$ cat config.mk
export PLATFORM = sky130hd
export DESIGN_NAME = macro_fsm
export DESIGN_NICKNAME = d
export VERILOG_FILES = /design/src/rtl/macro_fsm_pkg.sv /design/src/rtl/macro_fsm_lamps.sv /design/src/rtl/macro_fsm.sv
export SDC_FILE = /design/constraint.sdc
export NUM_CORES = 1
export LEC_CHECK = 0
export ABC_AREA = 0
export CAP_MARGIN = 20
export CORE_MARGIN = 4
export CORE_UTILIZATION = 42
export DETAILED_ROUTE_END_ITERATION = 16
export PLACE_DENSITY_LB_ADDON = 0.12
export SYNTH_ARGS = -nofsm -noshare
export SYNTH_HDL_FRONTEND = slang
export SYNTH_SLANG_ARGS = --single-unit
$ cat constraint.sdc
create_clock -name clk -period 1.8 [get_ports clk]
set_input_delay 0.54 -clock clk [delete_from_list [all_inputs] [get_ports clk]]
set_output_delay 0.54 -clock clk [all_outputs]
set_load 0.005 [all_outputs]
$ cat src/rtl/macro_fsm_pkg.sv
// Shared definitions for the macro_fsm traffic-light controller.
// Contents:
//   state_e      controller phases
//   T_*          timer load values per phase (timer units)
//   phase_time() timer load value for a given phase
package macro_fsm_pkg;

  typedef enum logic [3:0] {
    INIT  = 4'd0,
    A_GRN = 4'd1,
    A_AMB = 4'd2,
    AR_AB = 4'd3,
    B_GRN = 4'd4,
    B_AMB = 4'd5,
    AR_BA = 4'd6,
    PED   = 4'd7,
    FLASH = 4'd8
  } state_e;

  localparam logic [3:0] T_ALLRED = 4'd1;
  localparam logic [3:0] T_GREEN  = 4'd10;
  localparam logic [3:0] T_AMBER  = 4'd3;
  localparam logic [3:0] T_PED    = 4'd8;
  localparam logic [3:0] T_FLASH  = 4'd1;

  function automatic logic [3:0] phase_time(input state_e s);
    logic [3:0] t;
    case (s)
      A_GRN, B_GRN: t = T_GREEN;
      A_AMB, B_AMB: t = T_AMBER;
      PED:          t = T_PED;
      FLASH:        t = T_FLASH;
      default:      t = T_ALLRED;
    endcase
    return t;
  endfunction

endpackage

$ cat src/rtl/macro_fsm_lamps.sv
// Lamp decoder: maps the controller phase to the six lamp outputs.
// Ports:
//   state_i       current phase
//   blink_i       flash blink bit (drives both ambers in FLASH)
//   verde_*_o     green lamps, road A/B
//   amarillo_*_o  amber lamps, road A/B
//   rojo_*_o      red lamps, road A/B
module macro_fsm_lamps
  import macro_fsm_pkg::*;
(
  input  state_e state_i,
  input  logic   blink_i,
  output logic   verde_a_o,
  output logic   amarillo_a_o,
  output logic   rojo_a_o,
  output logic   verde_b_o,
  output logic   amarillo_b_o,
  output logic   rojo_b_o
);

  // Vector order: {green A, amber A, red A, green B, amber B, red B}
  logic [5:0] lamps;

  always_comb begin
    lamps = 6'b001_001;  // all-red phases (INIT, AR_AB, AR_BA, PED)
    case (state_i)
      A_GRN:   lamps = 6'b100_001;
      A_AMB:   lamps = 6'b010_001;
      B_GRN:   lamps = 6'b001_100;
      B_AMB:   lamps = 6'b001_010;
      FLASH:   lamps = {1'b0, blink_i, 1'b0, 1'b0, blink_i, 1'b0};
      default: lamps = 6'b001_001;
    endcase
  end

  assign {verde_a_o, amarillo_a_o, rojo_a_o, verde_b_o, amarillo_b_o, rojo_b_o} = lamps;

endmodule

$ cat src/rtl/macro_fsm.sv
// Two-road traffic-light controller (road A has priority) with pedestrian
// all-red phase and flashing-amber mode. Every phase is timed by an external
// down-counter: the controller pulses INICIO with the load value on data and
// waits for FIN.
// Ports:
//   clk, rst              clock; asynchronous active-low reset
//   FIN                   timer done pulse (ignored while INICIO is high)
//   iFFT                  flash-mode request
//   SensorA/SensorB       vehicle presence
//   PasoA/PasoB           pedestrian buttons
//   data, INICIO          timer load value and start strobe
//   oFFT                  blink bit
//   VerdeX/AmarilloX/RojoX lamps
// Configuration: define MACRO_FSM_PED_EN to build the pedestrian latches and
// the PED phase; without it PasoA/PasoB are ignored.
module macro_fsm
  import macro_fsm_pkg::*;
(
  input  logic       clk,
  input  logic       rst,
  input  logic       FIN,
  input  logic       iFFT,
  input  logic       SensorA,
  input  logic       SensorB,
  input  logic       PasoA,
  input  logic       PasoB,
  output logic [3:0] data,
  output logic       oFFT,
  output logic       VerdeA,
  output logic       VerdeB,
  output logic       AmarilloA,
  output logic       AmarilloB,
  output logic       RojoA,
  output logic       RojoB,
  output logic       INICIO
);

  state_e     state_q, state_d;
  logic       inicio_q, inicio_d;
  logic [3:0] data_q, data_d;
  logic       oFFT_q, oFFT_d;
  logic       last_b_q, last_b_d;  // 1: road B held the most recent green
  logic       started_q;           // first timer load after reset done
  logic       fin_ok, arm, ped_any;

  // A FIN in the same cycle as the strobe belongs to the previous load.
  assign fin_ok = FIN && !inicio_q;

`ifdef MACRO_FSM_PED_EN
  logic ped_a_q, ped_a_d, ped_b_q, ped_b_d;
  logic pend_a_q, pend_a_d, pend_b_q, pend_b_d;  // presses made during PED
  logic ped_done;

  assign ped_any  = ped_a_q | ped_b_q;
  assign ped_done = (state_q == PED) && fin_ok && !iFFT;

  always_comb begin
    // Completing PED serves the latched requests; presses made while the
    // crossing was running survive for the next pedestrian phase.
    if (ped_done) begin
      ped_a_d = pend_a_q | PasoA;
      ped_b_d = pend_b_q | PasoB;
    end else begin
      ped_a_d = ped_a_q | PasoA;
      ped_b_d = ped_b_q | PasoB;
    end
    if (state_d == PED) begin
      pend_a_d = ((state_q == PED) ? pend_a_q : 1'b0) | PasoA;
      pend_b_d = ((state_q == PED) ? pend_b_q : 1'b0) | PasoB;
    end else begin
      pend_a_d = 1'b0;
      pend_b_d = 1'b0;
    end
  end

  always_ff @(posedge clk or negedge rst) begin
    if (!rst) begin
      ped_a_q  <= 1'b0;
      ped_b_q  <= 1'b0;
      pend_a_q <= 1'b0;
      pend_b_q <= 1'b0;
    end else begin
      ped_a_q  <= ped_a_d;
      ped_b_q  <= ped_b_d;
      pend_a_q <= pend_a_d;
      pend_b_q <= pend_b_d;
    end
  end
`else
  logic unused_paso;
  assign unused_paso = PasoA ^ PasoB;
  assign ped_any     = 1'b0;
`endif

  // Next-state logic. Flash request pre-empts everything, including FIN.
  always_comb begin
    state_d = state_q;
    arm     = 1'b0;
    if (iFFT && (state_q != FLASH)) begin
      state_d = FLASH;
      arm     = 1'b1;
    end else if ((state_q == INIT) && !started_q) begin
      arm = 1'b1;
    end else if (fin_ok) begin
      arm = 1'b1;  // every accepted FIN either moves on or re-arms
      case (state_q)
        INIT:    state_d = A_GRN;
        A_GRN:   if (SensorB || ped_any) state_d = A_AMB;
        A_AMB:   state_d = AR_AB;
        AR_AB:   state_d = ped_any ? PED : B_GRN;
        B_GRN:   if (SensorA || !SensorB || ped_any) state_d = B_AMB;
        B_AMB:   state_d = AR_BA;
        AR_BA:   state_d = ped_any ? PED : A_GRN;
        PED:     state_d = last_b_q ? A_GRN : B_GRN;
        FLASH:   if (!iFFT) state_d = INIT;
        default: state_d = INIT;
      endcase
    end
  end

  // Registered strobe, load value, blink bit and last-green memory.
  always_comb begin
    inicio_d = arm;
    data_d   = arm ? phase_time(state_d) : data_q;
    if (state_d != FLASH) begin
      oFFT_d = 1'b0;
    end else if ((state_q == FLASH) && fin_ok) begin
      oFFT_d = ~oFFT_q;
    end else begin
      oFFT_d = oFFT_q;
    end
    if (state_d == B_GRN) begin
      last_b_d = 1'b1;
    end else if (state_d == A_GRN) begin
      last_b_d = 1'b0;
    end else begin
      last_b_d = last_b_q;
    end
  end

  always_ff @(posedge clk or negedge rst) begin
    if (!rst) begin
      state_q   <= INIT;
      inicio_q  <= 1'b0;
      data_q    <= 4'd0;
      oFFT_q    <= 1'b0;
      last_b_q  <= 1'b0;
      started_q <= 1'b0;
    end else begin
      state_q   <= state_d;
      inicio_q  <= inicio_d;
      data_q    <= data_d;
      oFFT_q    <= oFFT_d;
      last_b_q  <= last_b_d;
      started_q <= 1'b1;
    end
  end

  assign INICIO = inicio_q;
  assign data   = data_q;
  assign oFFT   = oFFT_q;

  macro_fsm_lamps u_lamps (
    .state_i      (state_q),
    .blink_i      (oFFT_q),
    .verde_a_o    (VerdeA),
    .amarillo_a_o (AmarilloA),
    .rojo_a_o     (RojoA),
    .verde_b_o    (VerdeB),
    .amarillo_b_o (AmarilloB),
    .rojo_b_o     (RojoB)
  );

endmodule

==> flow_summary.ini, run 1 <==
[cts]
cts.htree.levels = 1
cts_hold_buf = 0
clockRootBuffer = clkbuf_4
cts.clk_slew.worst_paths_ns = 0.07
clock_sinks = 11
cts_tree = built
clockBufferDepth = 2
insertion_delay_ns = 0.26
cts_buffers = 3

[floorplanning]
core_area_mm2 = 0.00175
fp.dieH_um = 51.0
start_util = 0.445
ios = 20
die-area_mm2 = 0.00260
fp.dieW_um = 51.0
rows = 15

[final_layout]
nNetsFinal = 140
fillCellCount = 125
multiInputGateArea_um2 = 536
area_delta_synth_final_pct = 72.9
final_area_mm2 = 0.00134
seqCellArea_um2 = 279
num_antenna_cells = 0
layout-drive-gt1-share = 0.588

[route]
drt_iter0_markers = 16
drtPass1Iterations = 4
routed_wl_um = 2310
avgViaCountPerCell = 5.17
drc = 0
dr_total_vias = 807
drtAntennaViolNets = 0
avgRoutedWirePerCell_um = 14.8

[min_path]
hp-class = register to register
hold_depth = 1

[logic_synthesis]
ys.flop_type = dfrtp_1
async_flop_share = 1.00
ys_ff_latch = 11
ys_types = 41
synth-edff-count = 0
netlist.area_leader.share = 0.354
syn_avg_cell_area_um2 = 9.96
syn_nets = 86
yosys.area.top_type = dfrtp_1
yosysSeqAreaShare = 0.354
synth_most_common_cell = dfrtp_1
muxShareOfSynthArea = 0.0403
synth-simple-area-share = 0.235
synthAdderAreaFrac = 0
syn_inst = 78
synth_compound_area_frac = 0.275
syn_area_um2 = 777
synth_warnings = 0
yosys-top-cells-area = dfrtp_1 (35%), nor2_1 (3.9%), a2bb2oi_4 (3.4%)
synth_xor_area_frac = 0.0113
yosys-top-cells-count = dfrtp_1 (11), nor2_1 (8), nand2b_1 (4), o21ai_0 (4)
synth_top_family_by_area = compound AO/OA/AOI/OAI gates

[sta]
rsz0062_at_grt = true
max_freq_mhz = 477
setup_violations = 10
fin_crit_sh = 1.17
fin_skew_ns = 0.000326
slew_viol_final = 0
hold_viol = 0
fin_ws_ns = -0.298
fin_crit_ns = 2.10

[global_routing]
grt_pass1_vias = 871
antenna_found_initial = 0
grt_start_max_net_pins = 12
grt-ovfl-total = 0
grt_first_pass_wirelength_um = 3730
grtUsageTotal = 0.191

[power]
ir_drop_mv = 0.830
p_leak_nw = 0.614
power_density_mw_per_mm2 = 1130
power_mw = 1.52

[worst_setup_path]
worst-path-max-fanout = 4
worstSetupPathType = register to register
regToRegSetupSlack_ns = -0.30
worstPathArrival_ns = 2.25
crit_path_start_kind = register
required_ns = 1.95
rr_worst_depth = 7
crit_path_end_kind = register

[placed_design]
dp_hpwl_um = 1530
io_buffers = 16
gp_congestion = 0.865
placed_cell_area_mm2 = 0.00110
dp_slack_ns = -0.605

[run]
drv_cap = 0

[run_status]
status = finished, violations left
violations = negative setup slack
through the flow:
step,hold WS [ns],cells,util,setup TNS (ns)
2_1_floorplan,0.244,78,-,-0.0338
3_3_place_gp,0.485,135,0.633,-4.17
3_5_place_dp,0.486,135,0.633,-4.48
4_1_cts,0.513,152,0.727,-1.85
5_1_grt,0.544,156,0.770,-2.25
6_report,0.512,156,0.770,-1.56
sequential cells by signal, indices dropped and copies added (netlist names):
register,cells
INICIO,1
data,3
last_b_q,1
oFFT,1
started_q,1
state_q,4
power breakdown:
| part | leakage [nW] | switching [mW] | total, mW | internal (mW) |
|---|---|---|---|---|
| logic | 0.469 | 0.431 | 0.982 | 0.552 |
| clock network | 0.0150 | 0.0775 | 0.163 | 0.0856 |
| registers | 0.130 | 0.0550 | 0.370 | 0.315 |
| total | 0.614 | 0.563 | 1.52 | 0.952 |
metal layers:
metal | share of wire | wire [µm] | global-route usage | vias to the layer above
met4 | 0.0074 | 17 | 0.108 | 0
li1 | - | - | - | 394
met5 | 0 | 0 | 0 | -
met3 | 0.034 | 78 | 0.0204 | 4
met1 | 0.42 | 968 | 0.220 | 388
met2 | 0.54 | 1240 | 0.341 | 21
worst max-delay path: stages, from the launching register on:
cell and delay (ns):
dfrtp_2 0.44, buf_6 0.13, nor4_4 0.36, a2bb2oi_4 0.22, a21oi_2 0.06, buf_4 0.15, or3_4 0.39, a32o_1 0.22
what timing repair did:
action	in CTS	in global routing
setup endpoints to repair	12	14
buffers inserted	13	4
gates resized for setup	36	17
pin swaps	5	9
endpoints found under the hold margin	0	0
final timing paths:
check | end | from
setup / recovery | data[1]$_DFFE_PN0P_ | state_q[0]$_DFF_PN0_
hold / removal | data[1]$_DFFE_PN0P_ | data[1]$_DFFE_PN0P_
setup reg to reg | data[1]$_DFFE_PN0P_ | state_q[0]$_DFF_PN0_
hold reg to reg | data[1]$_DFFE_PN0P_ | data[1]$_DFFE_PN0P_
max in group asynchronous | state_q[2]$_DFF_PN0_ | rst
min in group asynchronous | state_q[1]$_DFF_PN0_ | rst
cells in the final DEF (no fill, tap or decap), types with 2 or more instances in the layout:
cell type	instances
a32oi_1	2
nor3_1	2
clkbuf_4	3
nand2_1	2
dfrtp_2	3
nor2_1	6
clkbuf_2	2
conb_1	2
buf_4	33
nor2_2	2
o21ai_0	3
mux2i_2	2
or4_4	2
and2b_2	2
a21oi_2	2
dfrtp_1	8
nand2b_1	3
buf_2	4
buf_6	5
clkdlybuf4s50_1	7
inv_1	2
a22o_1	2
dlymetal6s2s_1	2
area by class of cell:
| cell class | instances | share of cell area |
|---|---|---|
| Clock buffer | 4 | 0.0196 |
| Sequential cell | 11 | 0.208 |
| Timing Repair Buffer | 55 | 0.341 |
| Tap cell | 25 | 0.0233 |
| Multi-Input combinational cell | 58 | 0.399 |
| Inverter | 3 | 0.0102 |
kinds of logic (layout without fill, tap and decap cells):
logic type,count (synthesis),in the layout
XOR/XNOR,1,1
AND/OR/NAND/NOR,29,29
AO/OA/AOI/OAI,23,23
flip-flops,11,11
buffers and inverters,9,62
multiplexers,3,3
other,2,2
Power figures use the tool's default switching activity.
==> inputs of run 2 (changes only) <==
- CTS_CLUSTER_DIAMETER: default -> 30
- PLACE_DENSITY: default -> 0.76
- PLACE_DENSITY_LB_ADDON: 0.12 -> default
==> run 2 against run 1 <==
Against the previous run:
- the flow still finishes with violations (negative setup slack)
- final area fell by 1.2%
- maximum frequency grew 3.8%
- sequential power rose by 3%
- core utilization is 0.93 points lower
- worst hold slack better by 0.014 ns
- global-route usage fell by 0.18 points
- clock skew rose by 0.0016 ns
- total power up 6.6%
- cell count decreased by 2.6%
- register-to-register slack gained 0.08 ns
- non-clock buffer count shrank 4
- die area stayed put
- highest routed layer unchanged
==> flow_summary.ini, run 2 (synthesis gave the netlist of run 1 again) <==
[power]
power_mw = 1.62
power_density_mw_per_mm2 = 1220
p_comb_frac = 0.658
ir_drop_mv = 0.822
p_sw_frac = 0.392
p_leak_nw = 0.615
pwr-share-clk = 0.106
p_sw_mw = 0.633
p_seq_frac = 0.236
p_int_mw = 0.982

[cts]
clock_sinks = 11
clockBufferDepth = 2
cts.clk_slew.worst_paths_ns = 0.07
cts_buffers = 3
insertion_delay_ns = 0.27
clockRootBuffer = clkbuf_4
cts.htree.levels = 1
cts_hold_buf = 0
cts_tree = built

[worst_setup_path]
worst-path-max-fanout = 4
rr_worst_depth = 6
rr_endpoint = data[1]$_DFFE_PN0P_
required_ns = 1.96
crit_path_start_kind = register
critPathLaunch = state_q[1]$_DFF_PN0_
regToRegSetupSlack_ns = -0.22
worstPathArrival_ns = 2.18
worstSetupPathType = register to register
r2r_start = state_q[1]$_DFF_PN0_
crit_path_end_kind = register
critPathCapture = data[1]$_DFFE_PN0P_

[global_routing]
grt_pass1_vias = 836
grtUsageTotal = 0.190
antenna_found_initial = 0
grt_first_pass_wirelength_um = 3730
grt_start_max_net_pins = 12
grt-ovfl-total = 0

[placed_design]
dp_slack_ns = -0.619
dp_hpwl_um = 1460
dp.cells = 134
io_buffers = 16
placed_cell_area_mm2 = 0.00110
gp_congestion = 0.882

[floorplanning]
ios = 20
rows = 15
fp.dieW_um = 51.0
fp.dieH_um = 51.0
start_util = 0.445
die-area_mm2 = 0.00260
core_area_mm2 = 0.00175

[final_layout]
largest_register_ffs = 4
layout-drive-gt1-share = 0.551
final_util = 0.761
finalNonFillerCells = 152
nNetsFinal = 136
top_register = state_q
num_antenna_cells = 0
layout_commonest_cell = buf_4
final_cell_mix = buf_4 (26), buf_6 (9), dfrtp_1 (8), clkdlybuf4s50_1 (6)
final_area_mm2 = 0.00133
area_delta_synth_final_pct = 70.9

[run]
drv_cap = 0

[route]
drc = 0
drtAntennaViolNets = 0
avgRoutedWirePerCell_um = 17.4
routed_wl_um = 2650
dr_total_vias = 834
drt_iter0_markers = 19
avgViaCountPerCell = 5.49
drtPass1Iterations = 4

[sta]
fin_crit_sh = 1.12
max_freq_mhz = 495
fin_setup_tns_ns = -1.19
fin_hold_ws_ns = 0.526
fin_skew_ns = 0.00189
fin_crit_ns = 2.02
fin_ws_ns = -0.221
slew_viol_final = 0
hold_viol = 0
setup_violations = 10
rsz0062_at_grt = true

[min_path]
hp-class = register to register

[run_status]
violations = negative setup slack
status = finished, violations left
==> run 2: repair_timing <==
item                                    in CTS  in global routing
buffers inserted                            11                  4
pin swaps                                   14                  5
gates resized for setup                     43                 15
endpoints found under the setup margin      12                 13
==> run 2: final cells by class <==
cell class	instances	area [µm²]
clock buffer	4	26.3
fill	120	418
inverter	3	11.3
multi-input combinational	58	551
sequential	11	279
tap	25	31.3
timing repair buffer	51	429
==> run 2: power by group through the flow <==
stage	registers (mW)	logic (mW)	clock network, mW
3_5_place_dp	0.389	0.804	0
4_1_cts	0.367	0.949	0.175
3_3_place_gp	0.387	0.789	0
6_report	0.382	1.06	0.171
2_1_floorplan	0.380	0.438	0
5_1_grt	0.391	1.13	0.189
==> run 2: per-layer routing <==
metal	part of all wire	wire (µm)	GRT usage
met5	0	0	0
met4	0.0083	22	0.0673
met3	0.036	96	0.0292
met2	0.53	1400	0.328
met1	0.43	1130	0.236
==> run 2: worst min path at each step <==
stage	startpoint	to	slack, ns	cells past startpoint
2_1_floorplan	rst	INICIO$_DFF_PN0_	0.24	0
4_1_cts	data[3]$_DFFE_PN0P_	data[3]$_DFFE_PN0P_	0.52	1
6_report	data[3]$_DFFE_PN0P_	data[3]$_DFFE_PN0P_	0.53	1
3_3_place_gp	data[1]$_DFFE_PN0P_	data[1]$_DFFE_PN0P_	0.49	1
5_1_grt	data[3]$_DFFE_PN0P_	data[3]$_DFFE_PN0P_	0.54	1
3_5_place_dp	data[3]$_DFFE_PN0P_	data[3]$_DFFE_PN0P_	0.49	1
==> run 2: worst max-delay path, cell delays in order (launching register included) <==
cell and delay (ns):
dfrtp_1 0.39, buf_6 0.14, nor4_4 0.37, a2bb2oi_4 0.28, a311oi_4 0.09, or3_1 0.41
a32o_1 0.24
==> inputs of run 3 (changes only) <==
- SKIP_LAST_GASP: default -> 1
==> results of run 3 <==
Same layout as run 2: the final DEF is identical, and so are final timing and power.
